==> config.mk <==
export PLATFORM = sky130hd
export DESIGN_NAME = daq_raw_framer
export DESIGN_NICKNAME = d
export VERILOG_FILES = /design/src/rtl/daq_raw_framer.sv
export SDC_FILE = /design/constraint.sdc
export NUM_CORES = 1
export LEC_CHECK = 0
export CAP_MARGIN = 20
export CELL_PAD_IN_SITES_DETAIL_PLACEMENT = 0
export CELL_PAD_IN_SITES_GLOBAL_PLACEMENT = 1
export CORE_MARGIN = 1
export CORE_UTILIZATION = 44
export DETAILED_ROUTE_END_ITERATION = 8
export PLACE_DENSITY_LB_ADDON = 0.1
export SKIP_CTS_REPAIR_TIMING = 1
export SYNTH_ARGS = -nofsm -noshare
export SYNTH_HDL_FRONTEND = slang
export SYNTH_SLANG_ARGS = --single-unit
==> constraint.sdc <==
create_clock -name clk -period 20 [get_ports clk]
set_clock_uncertainty 0.2 [all_clocks]
set_input_delay 3 -clock clk [delete_from_list [all_inputs] [get_ports clk]]
set_output_delay 3 -clock clk [all_outputs]
set_load 0.005 [all_outputs]
==> src/rtl/daq_raw_framer.sv <==
// Raw-hit readout framer: reads a run of time bins from raw hit memory and
// serialises them into 19-bit DAQ words with zero suppression, padding and a trailer.
module daq_raw_framer #(
    parameter int NLY    = 6,
    parameter int NWG    = 48,
    parameter int ADDR_W = 8,
    parameter int ALIGN  = 4
) (
    input  logic                  clk,
    input  logic                  hard_rst,
    input  logic                  start,
    input  logic [ADDR_W-1:0]     rd_base,
    input  logic [4:0]            tbins,
    input  logic                  zero_suppress,
    output logic [ADDR_W-1:0]     mem_addr,
    input  logic [NLY*NWG-1:0]    mem_data,
    output logic [18:0]           daq_word,
    output logic                  daq_valid,
    input  logic                  daq_ready,
    output logic                  busy,
    output logic                  done,
    output logic [2:0]            dbg_state
);

    localparam int NG = NWG / 12;
    localparam int LW = (NLY > 1) ? $clog2(NLY) : 1;
    localparam int GW = (NG > 1) ? $clog2(NG) : 1;
    localparam int AW = $clog2(ALIGN);
    localparam logic [18:0] W_BIN_ZERO   = 19'h02000;
    localparam logic [18:0] W_LAYER_ZERO = 19'h01000;
    localparam logic [18:0] W_PAD        = 19'h03000;
    localparam logic [7:0]  TRAIL_TAG    = 8'b00111010;

    typedef enum logic [2:0] {S_IDLE, S_FETCH, S_LOAD, S_EMIT, S_PAD, S_TRAIL} state_t;

    // Handshake: a word moves on a clk edge with daq_valid=1 and daq_ready=1;
    // while daq_valid=1 and daq_ready=0 the word is held and nothing advances.
    state_t               state_q, state_d;
    logic [ADDR_W-1:0]    base_q, base_d;
    logic [4:0]           tbins_q, tbins_d;
    logic                 zs_q, zs_d;
    logic [4:0]           bin_q, bin_d;
    logic [LW-1:0]        layer_q, layer_d;
    logic [GW-1:0]        group_q, group_d;
    logic [10:0]          wcnt_q, wcnt_d;
    logic [NLY*NWG-1:0]   shadow_q, shadow_d;
    logic [ADDR_W-1:0]    addr_q, addr_d;
    logic [18:0]          word_q, word_d;
    logic                 valid_q, valid_d;
    logic                 done_q, done_d;

    logic                 xfer;
    logic                 end_layer, end_bin, enter_tail;
    logic [NLY*NWG-1:0]   src;
    logic [11:0]          src_word [NLY][NG];
    logic [NLY-1:0]       lz;
    logic                 bz;

    assign xfer      = valid_q & daq_ready;
    assign mem_addr  = addr_q;
    assign daq_word  = word_q;
    assign daq_valid = valid_q;
    assign busy      = (state_q != S_IDLE);
    assign done      = done_q;
    assign dbg_state = state_q;

    function automatic logic [18:0] emit_word(input logic zs, input logic bin_zero,
                                              input logic layer_zero, input logic [11:0] w);
        if (zs && bin_zero)   return W_BIN_ZERO;
        if (zs && layer_zero) return W_LAYER_ZERO;
        return {7'b0, w};
    endfunction

    // In LOAD the first word comes straight from the memory bus; later words from the shadow.
    always_comb begin
        src = (state_q == S_LOAD) ? mem_data : shadow_q;
        bz  = ~|src;
        for (int l = 0; l < NLY; l++) begin
            lz[l] = ~|src[l*NWG +: NWG];
            for (int g = 0; g < NG; g++) begin
                src_word[l][g] = src[l*NWG + g*12 +: 12];
            end
        end
    end

    always_comb begin
        state_d    = state_q;
        base_d     = base_q;
        tbins_d    = tbins_q;
        zs_d       = zs_q;
        bin_d      = bin_q;
        layer_d    = layer_q;
        group_d    = group_q;
        wcnt_d     = wcnt_q;
        shadow_d   = shadow_q;
        addr_d     = addr_q;
        word_d     = word_q;
        valid_d    = valid_q;
        done_d     = 1'b0;
        end_layer  = 1'b0;
        end_bin    = 1'b0;
        enter_tail = 1'b0;

        case (state_q)
            S_IDLE: begin
                if (start) begin
                    base_d  = rd_base;
                    tbins_d = tbins;
                    zs_d    = zero_suppress;
                    bin_d   = '0;
                    wcnt_d  = '0;
                    if (tbins != 5'd0) begin
                        state_d = S_FETCH;
                        addr_d  = rd_base;
                    end else begin
                        enter_tail = 1'b1;
                    end
                end
            end
            S_FETCH: state_d = S_LOAD;
            S_LOAD: begin
                state_d  = S_EMIT;
                shadow_d = mem_data;
                layer_d  = '0;
                group_d  = '0;
                word_d   = emit_word(zs_q, bz, lz[0], src_word[0][0]);
                valid_d  = 1'b1;
            end
            S_EMIT: begin
                if (xfer) begin
                    wcnt_d = wcnt_q + 11'd1;
                    if (zs_q && bz) begin
                        end_bin = 1'b1;
                    end else if ((zs_q && lz[layer_q]) || group_q == GW'(NG-1)) begin
                        end_layer = 1'b1;
                    end else begin
                        group_d = group_q + GW'(1);
                        word_d  = {7'b0, src_word[layer_q][group_d]};
                    end
                end
            end
            S_PAD: begin
                if (xfer) begin
                    wcnt_d     = wcnt_q + 11'd1;
                    enter_tail = 1'b1;
                end
            end
            S_TRAIL: begin
                if (xfer) begin
                    wcnt_d  = wcnt_q + 11'd1;
                    state_d = S_IDLE;
                    valid_d = 1'b0;
                    word_d  = '0;
                    done_d  = 1'b1;
                end
            end
            default: state_d = S_IDLE;
        endcase

        if (end_layer) begin
            if (layer_q == LW'(NLY-1)) begin
                end_bin = 1'b1;
            end else begin
                layer_d = layer_q + LW'(1);
                group_d = '0;
                word_d  = emit_word(zs_q, bz, lz[layer_d], src_word[layer_d][0]);
            end
        end

        if (end_bin) begin
            bin_d = bin_q + 5'd1;
            if (bin_d == tbins_q) begin
                enter_tail = 1'b1;
            end else begin
                state_d = S_FETCH;
                addr_d  = base_q + ADDR_W'(bin_d);
                valid_d = 1'b0;
            end
        end

        // Pad until the count sits one short of the boundary, so the trailer lands on it.
        if (enter_tail) begin
            valid_d = 1'b1;
            if (wcnt_d[AW-1:0] == AW'(ALIGN-1)) begin
                state_d = S_TRAIL;
                word_d  = {TRAIL_TAG, wcnt_d + 11'd1};
            end else begin
                state_d = S_PAD;
                word_d  = W_PAD;
            end
        end
    end

    always_ff @(posedge clk or posedge hard_rst) begin
        if (hard_rst) begin
            state_q  <= S_IDLE;
            base_q   <= '0;
            tbins_q  <= '0;
            zs_q     <= 1'b0;
            bin_q    <= '0;
            layer_q  <= '0;
            group_q  <= '0;
            wcnt_q   <= '0;
            shadow_q <= '0;
            addr_q   <= '0;
            word_q   <= '0;
            valid_q  <= 1'b0;
            done_q   <= 1'b0;
        end else begin
            state_q  <= state_d;
            base_q   <= base_d;
            tbins_q  <= tbins_d;
            zs_q     <= zs_d;
            bin_q    <= bin_d;
            layer_q  <= layer_d;
            group_q  <= group_d;
            wcnt_q   <= wcnt_d;
            shadow_q <= shadow_d;
            addr_q   <= addr_d;
            word_q   <= word_d;
            valid_q  <= valid_d;
            done_q   <= done_d;
        end
    end

endmodule

==> results by group, run 1 <==
Pwr
  – Leakage Power: 10.9 nW
  – Pwr Density: 155 mW/mm²
  – Peak supply drop: 64.8 µV

Logic synthesis
  – Distinct cells, synth: 72
  – Yosys top cell by area: dfrtp_1
  – Avg Synthesized Cell Area: 9.27 µm²
  – Yosys top cell area share: 0.459
  – Fraction of registers with async set/reset: 1.00
  – Sequential area share after synthesis: 0.459
  – Cells after Synth: 2089
  – Top post-synthesis cells by area: dfrtp_1 (46%), nand2_1 (14%), mux2_2 (7.0%), mux4_2 (5.0%), mux2i_1 (4.8%)
  – EDFF count, synth: 0
  – Post-Syn Nets: 2407
  – Syn Std Cell Area: 0.0194 mm²
  – Seq cells post-synth: 355
  – Yosys warning count: 0
  – Most used DFF post-synth: dfrtp_1

Cells and area
  – Final-layout fill cell count: 3956
  – Ant. Diodes: 0
  – Most common cell after layout, fill and taps aside: nand2_1
  – Synth-to-Final Area Change: 26.4%
  – Post-route cell area: 0.0245 mm²
  – Commonest non-fill, non-tap cells in the layout: nand2_1 (710), dfrtp_1 (354), clkdlybuf4s50_1 (338), nor4_1 (147), mux2_2 (121)
  – Nets: 2692
  – Share of post-route cells with drive strength above 1: 0.116

Routing
  – Via Count: 17200
  – Number of DRC markers in iteration 0: 1517
  – 1st-pass router iterations: 5
  – Via density: 5.75
  – # DRC: 0
  – WL/cell: 24.3 µm
  – Final WL: 72.5 mm
  – Final ANT Viol Nets: 0

Setup path
  – WP data required: 20.25 ns
  – FF-to-FF path depth: 12
  – Most Frequent Cell on Critical Path: nor4_1
  – Crit end category: flop
  – Data arrival time of the worst path: 7.65 ns
  – Setup Crit Path Kind: input pin to flop
  – Worst reg2reg path endpoint: daq_word[13]
  – Crit Path Max Fanout: 13
  – Worst-path cell chain: clkdlybuf4s50_1, nor4_1, buf_4, nand4_1, nor4_1, nor2_1, or3_1, or2_4, a21boi_4, a21oi_1, nand2b_1, a22o_1
  – Worst R2R Start: dbg_state[2]
  – Crit path max-delay family: simple AND/OR/NAND/NOR gates
  – Slowest cell delay on critical path: 0.95 ns
  – Buffers plus inverters on the worst setup path: 2
  – CP Launch Type: input pin
  – Slowest-stage cell, CP: nor4_1
  – FF-to-FF setup slack: 13.72 ns

GRT
  – Gr ovfl total: 0
  – Initial antenna violation count: 1
  – First-pass GRT wire length: 108 mm
  – Aggregate global-route resource usage: 0.327
  – Vias in the first global route: 17400
  – Pin count of the biggest net entering global routing: 159

Floorplanning
  – I/O pin count: 339
  – Initial core utilization: 0.448
  – Rows: 76
  – DIE WIDTH: 212 µm
  – Core area: 0.0433 mm²
  – DIE AREA: 0.0448 mm²
  – Die Ht: 212 µm

STA
  – Min Clock Period, post-route: 7.40 ns
  – Final period util: 0.370
  – TNS Setup: 0 ns
  – Slew Limit Fails: 0
  – Slew headroom: 0.270
  – Final Setup Violations: 0
  – RSZ-0062 raised after global routing: false
  – Final Hold Viols: 0
  – Slew @ Worst Pin: 1.09 ns
  – Hold slack: 0.294 ns
  – Maximum clock frequency: 135 MHz

Worst hold path
  – Hold depth: 2
  – Hold WC Path Type: flop to flop
  – Hold Crit Start: shadow_q[137]
  – Min-Delay Endpoint: shadow_q[137]

Status
  – Status: finished, final reports clean

Clock tree
  – Clk slew on worst S/H paths: 0.06 ns
  – Max Root-Sink Buffers: 3
  – H-tree lvl count: 2
  – CTS sink cnt: 355
  – Clk_lat worst skew: 0.57 ns
  – Root buf cell: clkbuf_16
  – CTS Buf Count: 41
  – CTS tree: built

Placement
  – Placed Area: 0.0232 mm²
  – Routability cong.: 0.931
  – Post-detail-place hpwl: 55.1 mm
  – Count of input and output buffers: 338

Job
  – MaxCap Viol Count: 0
## where the power goes
group | switching, W | internal, W
clock network | 0.000311 | 0.000425
logic | 0.00103 | 0.000760
registers | 0.000215 | 0.00105
total | 0.00155 | 0.00223
## worst reg2reg max path: stages (launching register included)
cell and delay, ns:
dfrtp_1 0.63, or3b_4 0.50, buf_4 0.69, buf_4 0.75
and3_1 0.31, a31oi_1 0.11, or4_4 0.64, or4_4 0.56
or2_4 0.29, a21boi_4 0.33, a21oi_1 0.37, nand2b_1 0.48
a22o_1 0.30
## stage by stage
step | utilization | total power (W) | std cells | setup slack [ns]
finish | 0.566 | 0.00379 | 2985 | 12.60
global route | 0.566 | 0.00397 | 2985 | 12.42
CTS | 0.565 | 0.00377 | 2984 | 12.74
detailed placement | 0.535 | 0.00301 | 2915 | 12.17
global placement | 0.535 | 0.00300 | 2915 | 12.22
floorplan | - | 0.00233 | 2089 | 6.95
## synthesized netlist by cell type (14+ instances only)
library cell  instances
a21oi_1              23
and3_1               14
buf_2                32
clkbuf_1             72
dfrtp_1             355
inv_1                90
mux2_2              121
mux2i_1              92
mux4_2               43
nand2_1             710
nand3_1              33
nand4_1              30
nor2_1               35
nor3_1               20
nor4_1              147
o211ai_1             20
o21ai_0              48
xnor2_1              15
## area by class of cell
cell class,count,area [µm²],area share
Multi-Input combinational cell,1524,9640,0.394
Sequential cell,355,8890,0.363
Timing Repair Buffer,360,3580,0.146
Clock buffer,60,1230,0.0502
Tap cell,585,732,0.0299
Inverter,92,355,0.0145
Clock inverter,9,57.6,0.00235
## kinds of logic (layout without fill, tap and decap cells)
family,Yosys count,in the layout,share of synthesized area
and+or+nand+nor,1044,1044,0.240
DFF,355,355,0.459
muxes,257,257,0.169
buffers and inverters,210,521,0.0439
AOI/OAI and AO/OA,188,188,0.0699
xor gates and xnor gates,23,23,0.0104
adders and majority gates,12,12,0.00814
## layer usage
layer | global-route usage | up-vias | share of wire
met3 | 0.0421 | 81 | 0.057
met1 | 0.458 | 8613 | 0.44
met4 | 0.0810 | 0 | 0.023
met2 | 0.538 | 602 | 0.48
li1 | - | 7879 | -
met5 | 0 | - | 0
## state kept, by name, summed over array words and instances, names as in the netlist
register	cells
bin_q	5
tbins_q	5
zs_q	1
wcnt_q	11
shadow_q	288
group_q	2
daq_valid	1
dbg_state	3
base_q	8
mem_addr	8
layer_q	3
daq_word	19
done	1
## worst max path at each step
stage               cells past startpoint  slack [ns]           end           from
floorplan                               1        6.95     base_q[0]       hard_rst
global placement                       11       12.22  daq_word[13]  mem_data[140]
detailed placement                     11       12.17  daq_word[13]  mem_data[140]
CTS                                    11       12.74  daq_word[13]  mem_data[140]
global route                           11       12.42  daq_word[13]  mem_data[140]
finish                                 12       12.60  daq_word[13]   mem_data[20]
Note: power is estimated with default switching activity, not from simulation.
==> run 2: changes to the inputs <==
Settings changed: CORE_UTILIZATION 44 to 41.
Clock period 20 ns to 7 ns, I/O delays scaled along.
==> run 2 against run 1 <==
Against the previous run:
- utilization shrank 3.7 points
- sequential cell count did not move
- sequential share of layout area decreased by 0.22 points
- non-clock buffer count grew 10
- sequential power grew to 2.9 times the previous value
- count of clock-buffer cells in the layout fell by 1
- die area is 7.2% higher
- worst setup slack got worse by 11 ns
- first-iteration DRC count up 0.40%
- register-to-register slack got worse by 12 ns
==> results by group, run 2 (synthesis gave the netlist of run 1 again) <==
Placement
  – Routability cong.: 0.923 (was 0.931)
  – Count of input and output buffers: 338 (unchanged)
  – Post-detail-place hpwl: 56.6 mm (was 55.1 mm)
  – Cells after DPL: 2948 (was 2915)

Status
  – Status: finished, final reports clean (unchanged)

Setup path
  – Setup Crit Path Kind: flop to flop (was input pin to flop)
  – Worst-path cell chain: nor3b_4, buf_12, nand3_1, nor4_1, nor2_1, or3_1, or2_4, a21boi_4, a21oi_1, nand2b_1, a22o_1 (was clkdlybuf4s50_1, nor4_1, buf_4, nand4_1, nor4_1, nor2_1, or3_1, or2_4, a21boi_4, a21oi_1, nand2b_1, a22o_1)
  – Crit end category: flop (unchanged)
  – Slowest cell delay on critical path: 0.85 ns (was 0.95 ns)
  – CP Launch Type: flop (was input pin)
  – Crit path max-delay family: simple AND/OR/NAND/NOR gates (unchanged)
  – Slowest-stage cell, CP: nor3b_4 (was nor4_1)
  – Crit path launch: dbg_state[1] (was mem_data[20])
  – Buffers plus inverters on the worst setup path: 1 (was 2)
  – Worst R2R Start: dbg_state[1] (was dbg_state[2])
  – WP depth: 11 (was 12)
  – WP data required: 7.26 ns (was 20.25 ns)
  – Data arrival time of the worst path: 5.72 ns (was 7.65 ns)
  – Crit Path Max Fanout: 86 (was 13)
  – FF-to-FF path depth: 11 (was 12)

STA
  – Final Hold Viols: 0 (unchanged)
  – Final Setup Violations: 0 (unchanged)
  – Slew @ Worst Pin: 1.07 ns (was 1.09 ns)
  – Min Clock Period, post-route: 5.46 ns
  – RSZ-0062 raised after global routing: false (unchanged)
  – Final period util: 0.780
  – TNS Setup: 0 ns (unchanged)
  – Maximum clock frequency: 183 MHz
  – Slew Limit Fails: 0 (unchanged)
  – Slew headroom: 0.278 (was 0.270)

Pwr
  – Pwr Density: 440 mW/mm² (was 155 mW/mm²)
  – Peak supply drop: 169 µV (was 64.8 µV)
  – Leakage Power: 11.0 nW (was 10.9 nW)

Floorplanning
  – DIE AREA: 0.0481 mm² (was 0.0448 mm²)
  – Initial core utilization: 0.416 (was 0.448)
  – Rows: 79 (was 76)
  – I/O pin count: 339 (unchanged)
  – Core area: 0.0466 mm² (was 0.0433 mm²)
  – DIE WIDTH: 219 µm (was 212 µm)
  – Die Ht: 219 µm (was 212 µm)

Worst hold path
  – Hold WC Path Type: flop to flop (unchanged)
  – Hold Crit Start: daq_word[18] (was shadow_q[137])
  – Hold depth: 1 (was 2)

Clock tree
  – Root buf cell: clkbuf_16 (unchanged)
  – H-tree lvl count: 2 (unchanged)
  – Clk_lat worst skew: 0.57 ns (about the same)
  – Max Root-Sink Buffers: 3 (unchanged)
  – CTS sink cnt: 355 (unchanged)
  – CTS tree: built (unchanged)
  – CTS Buf Count: 41 (unchanged)
  – Clk slew on worst S/H paths: 0.06 ns (about the same)

Cells and area
  – Synth-to-Final Area Change: 27.2% (was 26.4%)
  – Most common cell after layout, fill and taps aside: nand2_1 (unchanged)
  – Number of flip-flops in the largest register: 288 (unchanged)
  – Share of post-route cells with drive strength above 1: 0.122 (was 0.116)
  – Commonest non-fill, non-tap cells in the layout: nand2_1 (710), dfrtp_1 (354), clkdlybuf4s50_1 (338), nor4_1 (147), mux2_2 (121) (unchanged)
  – Nets: 2702 (was 2692)
  – Ant. Diodes: 0 (unchanged)
  – Area of the multi-input gates: 0.00964 mm² (unchanged)
  – Flip-flop and latch area: 0.00889 mm² (unchanged)
  – Post-Layout Cell Count: 3022 (was 2985)
  – Final-layout fill cell count: 4298 (was 3956)
  – Largest Register: shadow_q (unchanged)

Routing
  – Via density: 5.69 (was 5.75)
  – Final ANT Viol Nets: 0 (unchanged)
  – Top Metal Used: met5 (was met4)
  – Met2 wire length: 34.2 mm (was 34.5 mm)
  – Via Count: 17200 (about the same)
  – WL met1: 31.7 mm (was 32.2 mm)
  – # DRC: 0 (unchanged)
  – WL met3: 5.05 mm (was 4.15 mm)
  – 1st-pass router iterations: 7 (was 5)
  – Final WL: 73.1 mm (was 72.5 mm)
  – WL/cell: 24.2 µm (was 24.3 µm)
  – Number of DRC markers in iteration 0: 1523 (was 1517)

GRT
  – Gr ovfl total: 0 (unchanged)
  – Aggregate global-route resource usage: 0.305 (was 0.327)
  – Pin count of the biggest net entering global routing: 161 (was 159)
  – Vias in the first global route: 17200 (was 17400)
  – Initial antenna violation count: 3 (was 1)
  – First-pass GRT wire length: 108 mm (about the same)

Job
  – MaxCap Viol Count: 0 (unchanged)
run 2: per-layer routing:
| metal | track usage | up-vias |
|---|---|---|
| li1 | - | 7894 |
| met4 | 0.0921 | 2 |
| met3 | 0.0575 | 101 |
| met5 | 0 | - |
| met1 | 0.411 | 8542 |
| met2 | 0.495 | 652 |
run 2: worst paths after layout:
kind	end	slack, ns
worst max-delay path	daq_word[13]	1.54
worst min-delay path	daq_word[18]	0.29
worst max register to register	daq_word[13]	1.54
worst min register to register	daq_word[18]	0.29
max in group asynchronous	shadow_q[109]	4.41
min in group asynchronous	shadow_q[275]	0.53
run 2: metrics by stage:
step	power, W	hold slack, ns	worst slack, ns	area (µm²)	util
2_1_floorplan	0.00665	0.258	0.994	19400	-
3_3_place_gp	0.00856	0.279	1.23	23300	0.501
3_5_place_dp	0.00862	0.282	1.19	23300	0.501
4_1_cts	0.0108	0.297	1.67	24600	0.529
5_1_grt	0.0114	0.307	1.30	24600	0.529
6_report	0.0108	0.293	1.54	24600	0.529
run 2: worst reg2reg max path: cells and delay by family, from the launching register on:
kind / cells / cell delay (ns)
and+or+nand+nor: 7 / 3.19
AOI/OAI and AO/OA: 3 / 0.99
DFF: 1 / 0.55
buffers and inverters: 1 / 0.45
run 2: layout make-up:
cell class / count / share of cell area
Multi-Input combinational cell: 1524 / 0.391
Sequential cell: 355 / 0.361
Timing Repair Buffer: 370 / 0.149
Clock buffer: 59 / 0.0494
Tap cell: 607 / 0.0308
Inverter: 92 / 0.0143
Clock inverter: 15 / 0.00432
run 2: power breakdown:
| part | leakage, nW | switching, W | total (W) | internal (W) |
|---|---|---|---|---|
| registers | 4.31 | 0.000608 | 0.00360 | 0.00300 |
| clock network | 0.663 | 0.000885 | 0.00213 | 0.00124 |
| logic | 5.99 | 0.00292 | 0.00510 | 0.00218 |
| total | 11.0 | 0.00441 | 0.0108 | 0.00642 |
